[src/rtl/qed_fetch_responder_if.sv]
// Bundle of the generator push port, the DUT fetch port and the status
// outputs of the fetch responder. The harness side uses 'master'; the
// responder itself uses 'slave'.
interface qed_fetch_responder_if #(
    parameter int DEPTH = 8
);
    localparam int CNT_W = $clog2(DEPTH) + 1;

    // generator push side
    logic             in_valid;
    logic [31:0]      in_inst;
    logic             in_ready;
    // harness restart
    logic             flush;
    // DUT fetch side
    logic             r_enable;
    logic [63:0]      r_index;
    logic [63:0]      r_data_0;
    logic [63:0]      r_data_1;
    logic [63:0]      r_data_2;
    logic [63:0]      r_data_3;
    logic             rsp_valid;
    // status
    logic [CNT_W-1:0] fifo_count;
    logic [15:0]      underflow_cnt;

    modport master (
        output in_valid, in_inst, flush, r_enable, r_index,
        input  in_ready, r_data_0, r_data_1, r_data_2, r_data_3,
               rsp_valid, fifo_count, underflow_cnt
    );

    modport slave (
        input  in_valid, in_inst, flush, r_enable, r_index,
        output in_ready, r_data_0, r_data_1, r_data_2, r_data_3,
               rsp_valid, fifo_count, underflow_cnt
    );
endinterface

[src/rtl/qed_fetch_responder.sv]
// Memory-side responder for the instruction-fetch read port. Instructions
// from the QED generator are buffered in a FIFO; each fetch of a new index
// pops one instruction, and a small index/instruction history replays the
// same bits when the core re-fetches an index it has already been served.
module qed_fetch_responder #(
    parameter int          DEPTH    = 8,
    parameter int          HIST     = 4,
    parameter logic [31:0] NOP_INST = 32'h0000_0013
) (
    input  logic                   clock,
    input  logic                   reset_n,
    qed_fetch_responder_if.slave   bus
);
    localparam int PTR_W = $clog2(DEPTH);
    localparam int CNT_W = $clog2(DEPTH) + 1;
    localparam int HP_W  = (HIST > 1) ? $clog2(HIST) : 1;

    // FIFO storage and bookkeeping
    logic [31:0]      mem_q [DEPTH];
    logic [PTR_W-1:0] wr_ptr_q, wr_ptr_d;
    logic [PTR_W-1:0] rd_ptr_q, rd_ptr_d;
    logic [CNT_W-1:0] count_q, count_d;

    // replay history
    logic [HIST-1:0]  hist_valid_q, hist_valid_d;
    logic [63:0]      hist_idx_q  [HIST];
    logic [31:0]      hist_inst_q [HIST];
    logic [HP_W-1:0]  hist_ptr_q, hist_ptr_d;
    logic [HIST-1:0]  hist_match;

    // response and statistics
    logic [31:0]      r_inst_q, r_inst_d;
    logic             rsp_valid_q, rsp_valid_d;
    logic [15:0]      uf_cnt_q, uf_cnt_d;

    // per-cycle decisions
    logic             fifo_empty;
    logic             fifo_ready;
    logic             req_ok;
    logic             hit;
    logic [31:0]      hit_inst;
    logic [31:0]      head_inst;
    logic             do_push;
    logic             do_pop;
    logic             do_nop;

    // Full 64-bit index compare against every valid history entry
    genvar gi;
    generate
        for (gi = 0; gi < HIST; gi++) begin : g_hist_match
            assign hist_match[gi] = hist_valid_q[gi] && (hist_idx_q[gi] == bus.r_index);
        end
    endgenerate

    // Priority select among matching entries: lowest entry number wins
    always_comb begin
        hit      = 1'b0;
        hit_inst = '0;
        for (int i = HIST - 1; i >= 0; i--) begin
            if (hist_match[i]) begin
                hit      = 1'b1;
                hit_inst = hist_inst_q[i];
            end
        end
    end

    assign head_inst  = mem_q[rd_ptr_q];
    assign fifo_empty = (count_q == '0);
    assign fifo_ready = (count_q < CNT_W'(DEPTH));

    // Classify the request on pre-edge state and compute all next values;
    // flush suppresses every push, pop and response in its cycle
    always_comb begin
        req_ok  = bus.r_enable && !bus.flush;
        do_pop  = req_ok && !hit && !fifo_empty;
        do_nop  = req_ok && !hit && fifo_empty;
        do_push = bus.in_valid && fifo_ready && !bus.flush;

        wr_ptr_d     = wr_ptr_q;
        rd_ptr_d     = rd_ptr_q;
        count_d      = count_q;
        hist_valid_d = hist_valid_q;
        hist_ptr_d   = hist_ptr_q;
        r_inst_d     = r_inst_q;
        rsp_valid_d  = req_ok;
        uf_cnt_d     = uf_cnt_q;

        if (bus.flush) begin
            wr_ptr_d     = '0;
            rd_ptr_d     = '0;
            count_d      = '0;
            hist_valid_d = '0;
            hist_ptr_d   = '0;
        end else begin
            if (do_push) begin
                wr_ptr_d = wr_ptr_q + PTR_W'(1);
            end
            if (do_pop) begin
                rd_ptr_d = rd_ptr_q + PTR_W'(1);
                hist_valid_d[hist_ptr_q] = 1'b1;
                hist_ptr_d = (hist_ptr_q == HP_W'(HIST - 1)) ? '0 : hist_ptr_q + HP_W'(1);
            end
            count_d = count_q + CNT_W'(do_push) - CNT_W'(do_pop);

            if (hit && req_ok) begin
                r_inst_d = hit_inst;
            end else if (do_pop) begin
                r_inst_d = head_inst;
            end else if (do_nop) begin
                r_inst_d = NOP_INST;
                if (uf_cnt_q != 16'hFFFF) begin
                    uf_cnt_d = uf_cnt_q + 16'd1;
                end
            end
        end
    end

    // FIFO payload storage; contents are meaningless until pushed, so no reset
    always_ff @(posedge clock) begin
        if (do_push) begin
            mem_q[wr_ptr_q] <= bus.in_inst;
        end
    end

    // History payload: the popped head is recorded under the fetch index
    always_ff @(posedge clock or negedge reset_n) begin
        if (!reset_n) begin
            for (int i = 0; i < HIST; i++) begin
                hist_idx_q[i]  <= '0;
                hist_inst_q[i] <= '0;
            end
        end else if (do_pop) begin
            for (int i = 0; i < HIST; i++) begin
                if (hist_ptr_q == HP_W'(i)) begin
                    hist_idx_q[i]  <= bus.r_index;
                    hist_inst_q[i] <= head_inst;
                end
            end
        end
    end

    // Control and response state registers
    always_ff @(posedge clock or negedge reset_n) begin
        if (!reset_n) begin
            wr_ptr_q     <= '0;
            rd_ptr_q     <= '0;
            count_q      <= '0;
            hist_valid_q <= '0;
            hist_ptr_q   <= '0;
            r_inst_q     <= NOP_INST;
            rsp_valid_q  <= 1'b0;
            uf_cnt_q     <= '0;
        end else begin
            wr_ptr_q     <= wr_ptr_d;
            rd_ptr_q     <= rd_ptr_d;
            count_q      <= count_d;
            hist_valid_q <= hist_valid_d;
            hist_ptr_q   <= hist_ptr_d;
            r_inst_q     <= r_inst_d;
            rsp_valid_q  <= rsp_valid_d;
            uf_cnt_q     <= uf_cnt_d;
        end
    end

    assign bus.in_ready      = fifo_ready;
    assign bus.r_data_0      = {r_inst_q, r_inst_q};
    assign bus.r_data_1      = {r_inst_q, r_inst_q};
    assign bus.r_data_2      = {r_inst_q, r_inst_q};
    assign bus.r_data_3      = {r_inst_q, r_inst_q};
    assign bus.rsp_valid     = rsp_valid_q;
    assign bus.fifo_count    = count_q;
    assign bus.underflow_cnt = uf_cnt_q;
endmodule

[src/flat_wrapper.sv]
// flat-port wrapper written by rule: the top's interface ports become plain ports
module qed_fetch_responder_flat 
#(
    parameter int          DEPTH    = 8,
    parameter int          HIST     = 4,
    parameter logic [31:0] NOP_INST = 32'h0000_0013
)
  (clock, reset_n, bus_in_valid, bus_in_inst, bus_flush, bus_r_enable, bus_r_index, bus_in_ready, bus_r_data_0, bus_r_data_1, bus_r_data_2, bus_r_data_3, bus_rsp_valid, bus_fifo_count, bus_underflow_cnt);
  qed_fetch_responder_if #(.DEPTH(DEPTH)) bus_i ();
  input  logic clock;
  input  logic reset_n;
  input wire logic [$bits(bus_i.in_valid)-1:0] bus_in_valid;
  input wire logic [$bits(bus_i.in_inst)-1:0] bus_in_inst;
  input wire logic [$bits(bus_i.flush)-1:0] bus_flush;
  input wire logic [$bits(bus_i.r_enable)-1:0] bus_r_enable;
  input wire logic [$bits(bus_i.r_index)-1:0] bus_r_index;
  output wire logic [$bits(bus_i.in_ready)-1:0] bus_in_ready;
  output wire logic [$bits(bus_i.r_data_0)-1:0] bus_r_data_0;
  output wire logic [$bits(bus_i.r_data_1)-1:0] bus_r_data_1;
  output wire logic [$bits(bus_i.r_data_2)-1:0] bus_r_data_2;
  output wire logic [$bits(bus_i.r_data_3)-1:0] bus_r_data_3;
  output wire logic [$bits(bus_i.rsp_valid)-1:0] bus_rsp_valid;
  output wire logic [$bits(bus_i.fifo_count)-1:0] bus_fifo_count;
  output wire logic [$bits(bus_i.underflow_cnt)-1:0] bus_underflow_cnt;
  assign bus_i.in_valid = bus_in_valid;
  assign bus_i.in_inst = bus_in_inst;
  assign bus_i.flush = bus_flush;
  assign bus_i.r_enable = bus_r_enable;
  assign bus_i.r_index = bus_r_index;
  assign bus_in_ready = bus_i.in_ready;
  assign bus_r_data_0 = bus_i.r_data_0;
  assign bus_r_data_1 = bus_i.r_data_1;
  assign bus_r_data_2 = bus_i.r_data_2;
  assign bus_r_data_3 = bus_i.r_data_3;
  assign bus_rsp_valid = bus_i.rsp_valid;
  assign bus_fifo_count = bus_i.fifo_count;
  assign bus_underflow_cnt = bus_i.underflow_cnt;
  qed_fetch_responder #(.DEPTH(DEPTH), .HIST(HIST), .NOP_INST(NOP_INST)) u_core (.clock(clock), .reset_n(reset_n), .bus(bus_i));
endmodule
[config.mk]
export PLATFORM = sky130hd
export DESIGN_NAME = qed_fetch_responder_flat
export DESIGN_NICKNAME = d
export VERILOG_FILES = /design/src/rtl/qed_fetch_responder_if.sv /design/src/rtl/qed_fetch_responder.sv /design/src/flat_wrapper.sv
export SDC_FILE = /design/constraint.sdc
export NUM_CORES = 1
export LEC_CHECK = 0
export CAP_MARGIN = 5
export CORE_MARGIN = 2
export CORE_UTILIZATION = 57
export CTS_CLUSTER_DIAMETER = 120
export DETAILED_ROUTE_END_ITERATION = 10
export PLACE_DENSITY = 0.81
export RECOVER_POWER = 25
export SLEW_MARGIN = 20
export SYNTH_ARGS = -nofsm -noshare
export SYNTH_HDL_FRONTEND = slang
export SYNTH_SLANG_ARGS = --single-unit
export TNS_END_PERCENT = 30
[constraint.sdc]
create_clock -name clock -period 4.34 [get_ports clock]
set_clock_uncertainty 0.15 [all_clocks]
set_input_delay 1.302 -clock clock [delete_from_list [all_inputs] [get_ports clock]]
set_output_delay 1.302 -clock clock [all_outputs]
set_load 0.01 [all_outputs]
After elaboration in Yosys (flattened, before gate mapping)
Memory sizes are Yosys's and may differ from the RTL's.
Cells that the tools add are included.
Widths: inputs -> output; s select.

cells by class
  reductions and logical operators = 26
  order comparisons = 3
  $add $sub $neg = 6
  equal/unequal tests = 8
  bitwise logic cells = 4
  multiplexer cells = 25

operators with widths
  operator               number
  $eq 64x64->1           4
  $mux 32                7
  $add 16x1->16 const B  1
  $ne 16x16->1 const B   1
  $logic_and 1x1->1      12
  $mux 3                 4
  $mux 4                 3
  $reduce_and 2->1       5
  $mux 1                 7
  $add 3x1->3 const B    2
  $mux 2                 3
  $reduce_and 5->1       1
  $add 4x1->4            1
  $eq 2x2->1 const B     2
  $logic_not 4->1        1
  $lt 4x4->1 const B     1
  $or 4x4->4             1
  $reduce_bool 2->1      2
  $sub 4x1->4            1
  $logic_not 1->1        3
  $lt 2x3->1 const B     1
  $not 1->1              3
  $reduce_bool 3->1      1
  $add 2x1->2 const B    1
  other kinds (4)        4

storage, ports and cells
  memories kept = 1
  input bits = 101
  register bits after elaboration = 449
  bits in writable memories = 256

memory list
  name          words  width  rd ports  clocked after Yosys merged registers in  wr ports  RTL line                   source
  u_core.mem_q  8      32     1         0                                        1         qed_fetch_responder.sv:19  logic [31:0] mem_q [DEPTH];

Logic depth before layout (Yosys ltp)
  depth in word-level cells = 12
  mapped depth = 20
  depth with buffers taken out = 15

Least setup slack after synthesis
No wires, ideal clock.

  kind = input to register
  start = input bus_flush
  end = memory u_core.mem_q[0][0] (enable)
  buffers on the path = 1
  slack = -0.392 ns
  data required time = 3.729 ns
  stages = 3
  library setup time = 0.461 ns
  arrival time = 4.121 ns
  cells stage by stage = clkbuf_1 > or3_1 > nor3_1

between the ends
  cells in the longest elaborated chain, start to end = 4

ends and longest elaborated chain
  item                          RTL line                    source
  start: declaration            flat_wrapper.sv:14          input wire logic [$bits(bus_i.flush)-1:0] bus_flush;
  $logic_not 1->1               qed_fetch_responder.sv:77   do_push = bus.in_valid && fifo_ready && !bus.flush;
  $logic_and 1x1->1             qed_fetch_responder.sv:77
  $mux 1                        qed_fetch_responder.sv:120  if (do_push) begin
  $mux 1 (not written as such)  qed_fetch_responder.sv:121  mem_q[wr_ptr_q] <= bus.in_inst;
  end: declaration              qed_fetch_responder.sv:19

Every way passes these cells.

Worst setup path after layout
  start = input bus_r_index[59]
  end = register u_core.r_inst_q[25]

between the ends
  cells in the longest elaborated chain, start to end = 11
  elaborated cells on any way between the ends = 25
  classes of those cells = eq/ne (4); mux (10); reduce/logical (11)

ends and longest elaborated chain
  item                                                           RTL line                                              source
  start: declaration                                             flat_wrapper.sv:16                                    input wire logic [$bits(bus_i.r_index)-1:0] bus_r_index;
  $eq 64x64->1                                                   qed_fetch_responder.sv:51                             assign hist_match[gi] = hist_valid_q[gi] && (hist_idx_q[gi] == bus.r_index);
  $logic_and 1x1->1                                              qed_fetch_responder.sv:51
  $mux 1 (4 in a row)                                            qed_fetch_responder.sv:60                             if (hist_match[i]) begin
  $logic_not 1->1                                                qed_fetch_responder.sv:75, qed_fetch_responder.sv:76
  $logic_and 1x1->1                                              qed_fetch_responder.sv:75, qed_fetch_responder.sv:76
  $logic_and 1x1->1, on equally long branches                    qed_fetch_responder.sv:76, qed_fetch_responder.sv:75
  $reduce_bool 3->1 (no source line) or $mux 32 (tied branches)  -
  $reduce_and 2->1 (no source line) or $mux 32 (tied branches)   -
  end signal: assignment                                         qed_fetch_responder.sv:159                            r_inst_q <= r_inst_d;
  end: declaration                                               qed_fetch_responder.sv:32                             logic [31:0] r_inst_q, r_inst_d;

Several ways; a longest one is shown, not always the timed one.
A chain may end at the register's enable or synchronous reset.

==> metrics.csv <==
metric;value;unit
antenna_found_initial;9;
number_of_enable_type_register_cells_in_the_synthesized_netlist;256;
rsz0062_at_grt;true;
cp-start-kind;input pin;
tritoncts_clock_tree;done;
cp-endpoint;u_core.r_inst_q[25];
cts_hold_buffers_added;0;
final_net_count;3028;
cp.arrival;4690;ps
synth_cell_type_count;65;
starting_density;57.7;%
die_h;246;um
synth_top_cells_by_area;dfrtp_1 33%, edfxtp_1 23%, mux2_2 8.0%;
clk_transition_reported_paths;60;ps
synth-warning-count;0;
power_leakage;16.5;nW
ctsLongestPathBuffers;3;
dp_hpwl;61000;um
cp_data_required_time;4700;ps
worst_setup_sp;bus_r_index[59];
initialDrtViolationCount;2498;
place.gp.congestion;0.889;
cp_max_fo;20;
worstSetupEndpointType;flip-flop;
die-width;246;um
power;0.0232;W
number_of_global_route_vias_before_repair;22982;
finalHoldViolations;0;
port-buffer-count;378;
clock_latency_reported_for_the_late_side_of_the_worst_skew_pair;640;ps
result_of_the_run;complete, but fails checks;
cts_max_level;3;
final_critical_path_required_period;4330;ps
ant_nets_after_route;0;
grt-ovfl-total;0;
worst_slew_margin_relative_to_its_limit;-26.8;%
grt_pass1_wl;140000;um
cts_inserted_buffers;72;
placement_rows;88;
worst_ir_drop_vdd;472;uV
worst_r2r_path_depth;11;
final.fill_count;3712;
grt_util_all_layers;30.7;%
synthMostInstantiatedCell;dfrtp_1;
syn2layout_area_growth;22.1;%
ctsRootBufferMaster;clkbuf_16;
max_clock_freq;231;MHz
synth_common_cells;446 x dfrtp_1, 256 x edfxtp_1, 246 x a21oi_1, 238 x mux2_2, 236 x buf_4;
post_drt_via_cell_ratio;6.19;
final_cell_count_no_fill;3739;
place.detailed.instances;3600;
worst-r2r-setup-slack;790;ps
syn_avg_cell_area;12.8;um^2
drt_first_pass_iters;7;
syn_area;33300;um^2
synth.ff_latch_count;705;
synth.top_cell.area_share;33.5;%
synth-async-reset-ratio;63.7;%
synth_top_area_cell;dfrtp_1;
setup_viol;0;
route.final.wire_length;93300;um
wl_per_cell;25.0;um
power_per_cell_area;570;nW/um^2
vias;23128;
drive_gt1_share;26.6;%
seq_area_frac_synth;56.8;%
criticalPathCategory;input pin to flip-flop;
syn_inst;2605;
r2r-end;u_core.r_inst_q[25];
hold_class;flip-flop to flip-flop;
grt_max_degree;84;
ys.flop_type;dfrtp_1;
post_synthesis_net_count;2719;
coreArea;57800;um^2
cts_num_sinks;705;
dieArea;60400;um^2
max_cap_viols;2;
min_path_cells;2;
io_pins;379;
timing_worst_slew_pin_value;1900;ps
crit-reg2reg-launch;u_core.hist_idx_q[123];
post-route-period-util;99.8;%
violated_checks;max-capacitance violations, max-slew violations;
remaining_drc_errors;0;
slew_viol_final;130;
[final cells by class]
| class | instances | area [um^2] | area share [%] |
|---|---|---|---|
| flip-flops and latches | 705 | 18900 | 46.5 |
| multi-input cells | 1391 | 11700 | 28.8 |
| inverters | 81 | 309 | 0.759 |
| well taps | 765 | 957 | 2.35 |
| diodes | 2 | 5.00 | 0.0123 |
| repair buffers | 663 | 6310 | 15.5 |
| clock inverters | 36 | 440 | 1.08 |
| clock buffers | 96 | 2020 | 4.97 |
[worst min-delay path by stage]
stage,from,to
after floorplan,u_core.hist_valid_q[2],u_core.hist_valid_q[2]
after global placement,u_core.bus.underflow_cnt[12],u_core.bus.underflow_cnt[12]
after detailed placement,u_core.hist_valid_q[2],u_core.hist_valid_q[2]
after CTS,u_core.hist_valid_q[2],u_core.hist_valid_q[2]
after global routing,u_core.bus.underflow_cnt[12],u_core.bus.underflow_cnt[12]
final,u_core.hist_valid_q[2],u_core.hist_valid_q[2]
[stage by stage]
stage	area (um^2)	setup TNS, ps	setup slack [ps]	hold WS (ps)	util, %
finish	40700	0	9.85	351	70.4
global placement	37900	-293730	-894	327	65.6
floorplan	33300	-7690	-316	306	-
detailed placement	37900	-362850	-1030	337	65.6
global route	40700	-89.6	-50.3	375	70.4
CTS	40500	-127	-65.2	350	70.0
[power by group]
part	switching, W	internal [W]
Combinational	0.00326	0.00388
Sequential	0.00131	0.00833
Clock	0.00272	0.00369
[kinds of logic (layout without fill, tap and decap cells)]
logic type / count (synthesis) / after routing / share of synthesized area [%]
flops: 705 / 705 / 56.8
xor+xnor: 211 / 211 / 5.54
compound gates: 457 / 457 / 8.49
fa+ha+maj: 13 / 13 / 0.510
mux: 342 / 342 / 13.6
buf+inv: 509 / 876 / 8.96
other cells: 0 / 2 / 0
simple gates: 368 / 368 / 6.15
[flip-flops by register name (all words and copies together) (netlist names), 2 cells and up]
| signal | count |
|---|---|
| u_core.mem_q | 256 |
| u_core.hist_idx_q | 256 |
| u_core.bus.underflow_cnt | 16 |
| u_core.rd_ptr_q | 3 |
| u_core.r_inst_q | 32 |
| u_core.hist_inst_q | 128 |
| u_core.hist_valid_q | 4 |
| u_core.wr_ptr_q | 3 |
| u_core.bus.fifo_count | 4 |
| u_core.hist_ptr_q | 2 |
[timing repair]
action	CTS	global route
cloned	1	0
endpoints found under the setup margin	422	383
gates resized for setup	12	51
setup buffers	1	3
pin swaps	3	15
[cells in the final DEF (no fill, tap or decap), types with 39 or more instances in the layout]
| master | instances |
|---|---|
| inv_1 | 74 |
| nand2b_1 | 45 |
| mux2i_1 | 40 |
| a21oi_1 | 246 |
| mux4_2 | 64 |
| nand4_1 | 39 |
| nand2_1 | 49 |
| dfrtp_1 | 443 |
| mux2_2 | 238 |
| xor2_1 | 74 |
| clkbuf_16 | 73 |
| clkdlybuf4s50_1 | 330 |
| buf_4 | 254 |
| edfxtp_1 | 256 |
| nor4_1 | 42 |
| xnor2_1 | 127 |
[worst max-delay path: stages]
cell             delay [ps]
clkdlybuf4s50_1         460
xnor2_1                 400
nand4_1                 190
nor4_2                  380
nand4_1                 150
buf_4                   200
o32a_1                  350
buf_4                   210
and3_1                  240
a2111oi_0               550
buf_4                   210
o21ai_1                  50
[layer usage]
layer,part of all wire (%),track usage [%],up-vias
met5,0.11,0,-
met4,2.5,9.70,14
met3,11,7.04,192
met2,47,48.1,1432
met1,39,42.7,11671
li1,-,-,9819
No activity file was read; power rests on OpenSTA's default activity.
